## config.mk

```make
export PLATFORM = sky130hd
export DESIGN_NAME = spi_master_shifter_flat
export DESIGN_NICKNAME = d
export VERILOG_FILES = /design/src/rtl/spi_master_shifter_pkg.sv /design/src/rtl/spi_master_shifter_if.sv /design/src/rtl/spi_master_shifter.sv /design/src/flat_wrapper.sv
export SDC_FILE = /design/constraint.sdc
export NUM_CORES = 1
export LEC_CHECK = 0
export CAP_MARGIN = 5
export CORE_MARGIN = 8
export CORE_UTILIZATION = 53
export DETAILED_ROUTE_END_ITERATION = 7
export GPL_TIMING_DRIVEN = 0
export PLACE_DENSITY = 0.82
export SYNTH_ARGS = -nofsm -noshare
export SYNTH_HDL_FRONTEND = slang
export SYNTH_SLANG_ARGS = --single-unit
```

## constraint.sdc

```tcl
create_clock -name clk -period 6.1 [get_ports clk]
set_input_delay 1.22 -clock clk [delete_from_list [all_inputs] [get_ports clk]]
set_output_delay 1.22 -clock clk [all_outputs]
set_load 0.02 [all_outputs]
```

## src/rtl/spi_master_shifter_pkg.sv

```systemverilog
// Shared definitions for the SPI master shift engine.
package spi_pkg;

  // Default maximum transfer length in bits.
  localparam int SPI_DATA_W = 32;

  // Shift engine states.
  typedef enum logic [1:0] {
    SHIFT_IDLE  = 2'd0,
    SHIFT_SHIFT = 2'd1,
    SHIFT_DRAIN = 2'd2,
    SHIFT_RXOUT = 2'd3
  } spi_shift_state_e;

endpackage

```

## src/rtl/spi_master_shifter_if.sv

```systemverilog
// Bundles the word handshakes, clock-generator strobes and serial lines of
// the shift engine. The engine uses the slave view and its driver the master view.
interface spi_master_shifter_if
  import spi_pkg::*;
#(
  parameter int DATA_W = SPI_DATA_W,
  parameter int LEN_W  = $clog2(DATA_W)
);

  logic [DATA_W-1:0] tx_data;
  logic [LEN_W-1:0]  len_m1;
  logic              tx_valid;
  logic              tx_ready;
  logic [DATA_W-1:0] rx_data;
  logic              rx_valid;
  logic              rx_ready;
  logic              spi_rise;
  logic              spi_fall;
  logic              clk_en;
  logic              sdo;
  logic              sdi;
  logic              busy;

  modport slave (
    input  tx_data, len_m1, tx_valid, rx_ready, spi_rise, spi_fall, sdi,
    output tx_ready, rx_data, rx_valid, clk_en, sdo, busy
  );

  modport master (
    output tx_data, len_m1, tx_valid, rx_ready, spi_rise, spi_fall, sdi,
    input  tx_ready, rx_data, rx_valid, clk_en, sdo, busy
  );

endinterface

```

## src/rtl/spi_master_shifter.sv

```systemverilog
// SPI mode 0, MSB-first shift engine. Serialises one word onto sdo and
// collects sdi into one word per transfer, pacing itself on the rise/fall
// strobes of the SPI clock generator that it gates through clk_en.
module spi_master_shifter
  import spi_pkg::*;
#(
  parameter int DATA_W = SPI_DATA_W,
  parameter int LEN_W  = $clog2(DATA_W)
) (
  input  logic                clk,
  input  logic                rst,
  spi_master_shifter_if.slave bus
);

  localparam logic [1:0] S_IDLE  = SHIFT_IDLE;
  localparam logic [1:0] S_SHIFT = SHIFT_SHIFT;
  localparam logic [1:0] S_DRAIN = SHIFT_DRAIN;
  localparam logic [1:0] S_RXOUT = SHIFT_RXOUT;

  logic [1:0]        state_q,     state_d;
  logic [DATA_W-1:0] tx_sreg_q,   tx_sreg_d;
  logic [DATA_W-1:0] rx_sreg_q,   rx_sreg_d;
  logic [LEN_W-1:0]  bits_left_q, bits_left_d;
  logic              sdo_q,       sdo_d;

  // Next-state logic: handshake capture, bit counting and both shift registers.
  always_comb begin
    state_d     = state_q;
    tx_sreg_d   = tx_sreg_q;
    rx_sreg_d   = rx_sreg_q;
    bits_left_d = bits_left_q;
    sdo_d       = sdo_q;

    case (state_q)
      S_IDLE: begin
        if (bus.tx_valid) begin
          // The first bit goes out immediately so it is settled before the first rise.
          tx_sreg_d   = bus.tx_data;
          bits_left_d = bus.len_m1;
          rx_sreg_d   = '0;
          sdo_d       = bus.tx_data[bus.len_m1];
          state_d     = S_SHIFT;
        end
      end

      S_SHIFT: begin
        // A rise takes priority; a simultaneous fall is dropped.
        if (bus.spi_rise) begin
          rx_sreg_d = {rx_sreg_q[DATA_W-2:0], bus.sdi};
          if (bits_left_q == '0) begin
            state_d = S_DRAIN;
          end else begin
            bits_left_d = bits_left_q - LEN_W'(1);
          end
        end else if (bus.spi_fall) begin
          // bits_left already points at the next lower bit after the rise.
          sdo_d = tx_sreg_q[bits_left_q];
        end
      end

      S_DRAIN: begin
        // Wait for the generator's trailing fall; the last bit stays on sdo.
        if (bus.spi_fall && !bus.spi_rise) begin
          state_d = S_RXOUT;
        end
      end

      S_RXOUT: begin
        if (bus.rx_ready) begin
          state_d = S_IDLE;
          sdo_d   = 1'b0;
        end
      end

      default: begin
        state_d = S_IDLE;
      end
    endcase
  end

  // State and datapath registers with synchronous reset.
  always_ff @(posedge clk) begin
    if (rst) begin
      state_q     <= S_IDLE;
      tx_sreg_q   <= '0;
      rx_sreg_q   <= '0;
      bits_left_q <= '0;
      sdo_q       <= 1'b0;
    end else begin
      state_q     <= state_d;
      tx_sreg_q   <= tx_sreg_d;
      rx_sreg_q   <= rx_sreg_d;
      bits_left_q <= bits_left_d;
      sdo_q       <= sdo_d;
    end
  end

  // Outputs decode directly from registered state, so reset drops clk_en on the same edge.
  assign bus.tx_ready = (state_q == S_IDLE);
  assign bus.busy     = (state_q != S_IDLE);
  assign bus.clk_en   = (state_q == S_SHIFT);
  assign bus.rx_valid = (state_q == S_RXOUT);
  assign bus.rx_data  = rx_sreg_q;
  assign bus.sdo      = sdo_q;

endmodule

```

## src/flat_wrapper.sv

```systemverilog
// flat-port wrapper written by rule: the top's interface ports become plain ports
module spi_master_shifter_flat import spi_pkg::*;
#(
  parameter int DATA_W = SPI_DATA_W,
  parameter int LEN_W  = $clog2(DATA_W)
)
  (clk, rst, bus_tx_data, bus_len_m1, bus_tx_valid, bus_rx_ready, bus_spi_rise, bus_spi_fall, bus_sdi, bus_tx_ready, bus_rx_data, bus_rx_valid, bus_clk_en, bus_sdo, bus_busy);
  spi_master_shifter_if #(.DATA_W(DATA_W), .LEN_W(LEN_W)) bus_i ();
  input  logic clk;
  input  logic rst;
  input wire logic [$bits(bus_i.tx_data)-1:0] bus_tx_data;
  input wire logic [$bits(bus_i.len_m1)-1:0] bus_len_m1;
  input wire logic [$bits(bus_i.tx_valid)-1:0] bus_tx_valid;
  input wire logic [$bits(bus_i.rx_ready)-1:0] bus_rx_ready;
  input wire logic [$bits(bus_i.spi_rise)-1:0] bus_spi_rise;
  input wire logic [$bits(bus_i.spi_fall)-1:0] bus_spi_fall;
  input wire logic [$bits(bus_i.sdi)-1:0] bus_sdi;
  output wire logic [$bits(bus_i.tx_ready)-1:0] bus_tx_ready;
  output wire logic [$bits(bus_i.rx_data)-1:0] bus_rx_data;
  output wire logic [$bits(bus_i.rx_valid)-1:0] bus_rx_valid;
  output wire logic [$bits(bus_i.clk_en)-1:0] bus_clk_en;
  output wire logic [$bits(bus_i.sdo)-1:0] bus_sdo;
  output wire logic [$bits(bus_i.busy)-1:0] bus_busy;
  assign bus_i.tx_data = bus_tx_data;
  assign bus_i.len_m1 = bus_len_m1;
  assign bus_i.tx_valid = bus_tx_valid;
  assign bus_i.rx_ready = bus_rx_ready;
  assign bus_i.spi_rise = bus_spi_rise;
  assign bus_i.spi_fall = bus_spi_fall;
  assign bus_i.sdi = bus_sdi;
  assign bus_tx_ready = bus_i.tx_ready;
  assign bus_rx_data = bus_i.rx_data;
  assign bus_rx_valid = bus_i.rx_valid;
  assign bus_clk_en = bus_i.clk_en;
  assign bus_sdo = bus_i.sdo;
  assign bus_busy = bus_i.busy;
  spi_master_shifter #(.DATA_W(DATA_W), .LEN_W(LEN_W)) u_core (.clk(clk), .rst(rst), .bus(bus_i));
endmodule
```

==> qor.yml, run 1 <==
run_status:
  status: "finished clean"
yosys:
  ys.warnings.count: 0
  synth-seq-cells: 72
  synth-xor-area-share_pct: 0
  synth_area_leaders: "dfxtp_1 (45%), mux4_2 (9.2%), nand2_1 (8.0%)"
  muxShareOfSynthArea_pct: 14.7
  synth_top_family_by_area: "compound AO/OA/AOI/OAI gates"
  yosysTopAreaCellShare_pct: 45.1
  synth_top_area_cell: "dfxtp_1"
  synth.avg_cell_area_sq_um: 9.15
  synth_fa_ha_area_share_pct: 1.96
  synthCells: 349
  synth-compound-area-share_pct: 16.8
  syn-num-nets: 398
  seq_area_frac_synth_pct: 45.1
  yosys.cell_types.count: 32
  yosys.area_share.simple_pct: 16.8
  synthesis.area_sq_um: 3190
critical_path:
  worstPathCellList: "inv_1 > ha_1 > inv_1 > clkdlybuf4s50_1"
  cp-start-kind: "flip-flop"
  reg2reg_slack_ps: 3900
  max_stage_delay_ps: 600
  cpMaxStageDelayCell: "clkdlybuf4s50_1"
  worstSetupPathType: "reg -> out"
  path_max_fanout: 9
  crit_arrival_ps: 1770
  crit_path_end_kind: "output pin"
  worstPathRequired_ps: 4880
  cp_top_family: "buffers and inverters"
  crit_buf_inv: 3
  worst_path_most_repeated_cell: "inv_1"
cells_and_area:
  multi_input_area_sq_um: 1610
  final_nets: 487
  diodes: 0
  num-fill-cells: 443
  fin_area_sq_um: 4230
  regArea_sq_um: 1440
  drive_gt1_share_pct: 6.55
  area.growth.synth_to_final_pct: 32.6
clock_tree:
  cts-buffers-inserted: 9
  postCtsSetupBuffers: 0
  cts_resized: 0
  cts_root_buf: "clkbuf_8"
  cts.path.max_buffers: 2
  hold_buffers: 0
  insertion_delay_ps: 330
  h-tree-depth: 3
  cts_tree: "yes"
  clk_pin_slew_worst_paths_ps: 70
  clock_sinks: 72
die:
  die_x_um: 93.6
  start_util_pct: 54.3
  die_h_um: 93.6
  die_area_sq_um: 8760
  core_sq_um: 5890
  pin_count: 81
  fp-row-count: 28
timing:
  grt_setup_unrepaired: "false"
  tns_ps: 0
  slew-limit-headroom_pct: 62.1
  setup_viol: 0
  period_share_pct: 49.0
  finalMaxSlewViolations: 0
  fin_crit_ps: 2990
  tightest_slew_ps: 568
  final_hold_viol_count: 0
  skew_ps: 6.60
  timing.fmax_ghz: 0.335
routing:
  viasPerCell: 5.69
  avgRoutedWirePerCell_um: 16.2
  drc: 0
  first_iter_violations: 228
  ant_nets: 0
  vias: 2948
  first_pass_iters: 5
  wl_um: 8370
power_and_ir_drop:
  internal-power_uw: 889
  switchingPower_uw: 509
  p_comb_share_pct: 35.9
  max-vdd-ir-drop_mv: 0.225
  seqPwrFrac_pct: 41.1
  p_leak_nw: 1.52
  power_density_nw_per_um2: 330
  swShare_pct: 36.4
  p_clk_share_pct: 23.1
  power_mw: 1.40
placed_design:
  placed_cell_area_sq_um: 4070
  gp_congestion: 0.877
  place.port_buffers: 78
  dp_hpwl_um: 6470
grt:
  grt_pass1_wl_um: 13700
  grt_pass1_vias: 2845
  antenna_found_initial: 0
  grt_max_degree: 13
  grtUsageTotal_pct: 19.5
  grt_overflow: 0
hold_path:
  hold_path_class: "reg -> reg"
run:
  maxCapViolCount: 0
## path summary, 6_finish.rpt
path                                                       start                                 end  cells after the start
worst max-delay path              u_core.state_q[0]$_SDFFE_PP0P_                            bus_busy                      4
worst min-delay path            u_core.tx_sreg_q[4]$_SDFFE_PP0P_    u_core.tx_sreg_q[4]$_SDFFE_PP0P_                      2
worst max register to register    u_core.state_q[0]$_SDFFE_PP0P_  u_core.bits_left_q[0]$_SDFFE_PP0P_                      8
worst min register to register  u_core.tx_sreg_q[4]$_SDFFE_PP0P_    u_core.tx_sreg_q[4]$_SDFFE_PP0P_                      2
## tightest hold or removal path, stage by stage (launching register included)
cell and delay [ps]:
dfxtp_1 310, nand2_1 50, a21oi_1 50
## cells by family after synthesis
| logic type | count (synthesis) |
|---|---|
| muxes | 21 |
| DFF | 72 |
| AOI/OAI and AO/OA | 86 |
| buffers and inverters | 36 |
| adders and majority gates | 5 |
| and+or+nand+nor | 129 |
## cell usage in the layout, fill, tap and decap left out, types with 2 or more instances in the layout
master,synthesis,routed
a211oi_1,2,2
a21o_1,2,2
a21oi_1,40,40
a22oi_1,32,32
buf_2,2,2
clkbuf_1,24,27
clkbuf_8,0,9
clkdlybuf4s50_1,0,78
dfxtp_1,72,72
ha_1,5,5
inv_1,9,9
mux2i_1,2,2
mux4_1,6,6
mux4_2,13,13
nand2_1,68,68
nand2b_1,3,3
nand3_1,6,6
nor2_1,40,40
nor2b_1,2,2
nor3_1,2,2
o2111ai_1,2,2
o21ai_0,5,5
## state kept, by name, indices dropped and copies added, names as in the netlist
name,count
u_core.bus.rx_data,32
u_core.tx_sreg_q,32
u_core.bits_left_q,5
u_core.bus.sdo,1
u_core.state_q,2
## power groups by stage
stage | Sequential (mW) | Clock, mW | Combinational (mW)
after floorplan | 0.574 | 0 | 0.350
after global placement | 0.580 | 0 | 0.484
after detailed placement | 0.584 | 0 | 0.497
after CTS | 0.574 | 0.325 | 0.499
after global routing | 0.583 | 0.345 | 0.553
final | 0.575 | 0.322 | 0.502
## per-stage QoR
step	setup slack, ps	utilization (%)	instances	hold slack, ps
floorplan	3280	-	349	432
global placement	2960	69.1	502	439
detailed placement	2930	69.1	502	443
CTS	3080	71.9	518	453
global route	3000	71.9	518	472
finish	3110	71.9	518	451
## cell type report
class                   count  area share [%]
clock inverters             4           0.709
flip-flops and latches     72            34.1
inverters                   9           0.798
well taps                  75            2.22
clock buffers              12            3.19
repair buffers             78            18.4
multi-input cells         241            38.0
plain buffers              27            2.63
## metal layers
metal	routed length (um)	global-route usage, %	vias up
li1	-	-	1422
met1	3420	22.5	1395
met2	4040	32.8	120
met3	746	5.85	11
met4	166	8.45	0
met5	0	0	-
## synth_stat cells
cell type / instances
o21ai_0: 5
mux4_1: 6
a211oi_1: 2
nand4_1: 1
nand3_1: 6
clkbuf_1: 24
o2111ai_1: 2
and2_1: 1
nor2b_1: 2
mux2i_1: 2
or4b_1: 1
nand3b_1: 1
a221oi_1: 1
nor4_1: 1
ha_1: 5
dfxtp_1: 72
nor3b_1: 1
a31oi_1: 1
buf_6: 1
and4_1: 1
nor2_1: 40
nand2_1: 68
mux4_2: 13
buf_2: 2
nor3_1: 2
a21oi_1: 40
or4_1: 1
inv_1: 9
a22oi_1: 32
nand2b_1: 3
a21o_1: 2
o311ai_0: 1
(Power assumes the default switching activity.)
==> inputs of run 2 (changes only) <==
Settings changed: CORE_UTILIZATION 53 to 44, PLACE_DENSITY 0.82 to 0.73.
Clock period 6.1 ns to 2.68 ns, I/O delays scaled along.
==> qor.yml, run 2 (synthesized netlist as in run 1, its figures left out) <==
critical_path:
  cp-start-kind: "flip-flop"
  path_max_fanout: 9  # unchanged
  crit_arrival_ps: 1780  # about the same
  cpMaxStageDelayCell: "clkdlybuf4s50_1"
  worstPathRequired_ps: 2140  # -2740 ps
  crit_buf_inv: 3  # unchanged
  crit_path_end_kind: "output pin"
  max_stage_delay_ps: 590  # about the same
  cp_top_family: "buffers and inverters"
  worst_path_most_repeated_cell: "inv_1"
  worstSetupPathType: "reg -> out"
  worstPathCellList: "inv_1 > ha_1 > inv_1 > clkdlybuf4s50_1"
clock_tree:
  cts_root_buf: "clkbuf_8"
  h-tree-depth: 3  # unchanged
  clk_pin_slew_worst_paths_ps: 80  # about the same
  cts_tree: "yes"
  cts_resized: 0  # unchanged
  cts.path.max_buffers: 2  # unchanged
  postCtsSetupBuffers: 0  # unchanged
  cts-buffers-inserted: 9  # unchanged
  insertion_delay_ps: 350  # +20 ps
  clock_sinks: 72  # unchanged
  hold_buffers: 0  # unchanged
routing:
  viasPerCell: 5.31  # -6.7%
  vias: 2877  # -2.4%
  ant_nets: 0  # unchanged
  drc: 0  # unchanged
  wl_um: 8490  # +1.3%
  first_pass_iters: 4  # -1
  avgRoutedWirePerCell_um: 15.7  # -3.1%
  first_iter_violations: 145  # -36%
die:
  core_sq_um: 7140  # +21%
  start_util_pct: 44.7  # -9.5 points
  die_x_um: 101  # +8.1%
  die_area_sq_um: 10200  # +17%
  die_h_um: 101  # +8.1%
  fp-row-count: 31  # +11%
  pin_count: 81  # unchanged
cells_and_area:
  multi_input_area_sq_um: 1610  # unchanged
  most-common-layout-cells: "clkdlybuf4s50_1 (78), dfxtp_1 (72), nand2_1 (68)"
  num-fill-cells: 642  # +45%
  final_nets: 487  # unchanged
  diodes: 0  # unchanged
  regArea_sq_um: 1440  # unchanged
  mostFrequentLayoutCell: "clkdlybuf4s50_1"
  stdcell_count: 542  # +4.6%
  area.growth.synth_to_final_pct: 35.5
  drive_gt1_share_pct: 7.22  # +0.68 points
timing:
  setup_ws_ps: 365  # -2750 ps
  timing.fmax_ghz: 0.432
  tightest_slew_ps: 584  # +15.8 ps
  slew-limit-headroom_pct: 61.1  # -1.1 points
  finalMaxSlewViolations: 0  # unchanged
  tns_ps: 0  # unchanged
  grt_setup_unrepaired: "false"
  setup_viol: 0  # unchanged
  final_hold_viol_count: 0  # unchanged
  fin_crit_ps: 2320
  period_share_pct: 86.4
  skew_ps: 8.63  # +2.03 ps
run_status:
  status: "finished clean"
placed_design:
  dp_cells: 526  # +4.8%
  place.port_buffers: 78  # unchanged
  dp_hpwl_um: 6350  # -1.8%
  pre_cts_slack_ps: 194  # -2730 ps
  gp_congestion: 0.853  # -2.7%
grt:
  use_met2_pct: 27.8  # -5.0 points
  busiest_layer: "met2"
  grt_use_met3_pct: 4.81  # -1.0 points
  grt_max_degree: 15  # +2
  grtUsageTotal_pct: 17.1  # -2.4 points
  antenna_found_initial: 0  # unchanged
  grtUsageMet1_pct: 20.8  # -1.6 points
  grt_pass1_vias: 2862  # +0.60%
  grt_overflow: 0  # unchanged
  grt_pass1_wl_um: 13800  # +0.91%
power_and_ir_drop:
  p_leak_nw: 1.55  # +1.8%
  max-vdd-ir-drop_mv: 0.343  # +53%
  power_mw: 3.41  # +140%
  power_density_nw_per_um2: 788  # +140%
run:
  maxCapViolCount: 0  # unchanged
hold_path:
  hold_path_class: "reg -> reg"
## run 2: worst paths after layout
check                                                       start                                  end  slack [ps]  cells after the start
worst max register to register     u_core.state_q[0]$_SDFFE_PP0P_  u_core.bus.rx_data[27]$_SDFFE_PP0P_         500                      8
worst max-delay path               u_core.state_q[0]$_SDFFE_PP0P_                             bus_busy         360                      4
worst min-delay path            u_core.tx_sreg_q[25]$_SDFFE_PP0P_    u_core.tx_sreg_q[25]$_SDFFE_PP0P_         460                      2
worst min register to register  u_core.tx_sreg_q[25]$_SDFFE_PP0P_    u_core.tx_sreg_q[25]$_SDFFE_PP0P_         460                      2
## run 2: area by class of cell
type / instances / area share [%]
Buffer: 27 / 2.57
Clock buffer: 9 / 2.86
Clock inverter: 7 / 2.40
Inverter: 9 / 0.781
Multi-Input combinational cell: 241 / 37.1
Sequential cell: 72 / 33.3
Tap cell: 99 / 2.86
Timing Repair Buffer: 78 / 18.1
## run 2: worst min-delay path, cell delays in order (launching register included)
cell and delay, ps:
dfxtp_1 310, nand2_1 50, a21oi_1 50
## run 2: metrics by stage
step	hold WS, ps	cell area (sq um)	util, %
finish	455	4330	60.6
global route	477	4330	60.6
CTS	456	4330	60.6
detailed placement	445	4100	57.4
global placement	440	4100	57.4
floorplan	432	3190	-
## run 2: where the power goes
group	internal (mW)	total, mW	switching [mW]
Sequential	1.21	1.30	0.0986
Combinational	0.477	1.13	0.656
Clock	0.535	0.970	0.436
Total	2.22	3.41	1.19
## run 2: metal layers
metal  share of wire [%]  wire (um)
met4                 1.5        128
met2                  47       4000
met5                   0          0
met3                 6.6        563
met1                  45       3790
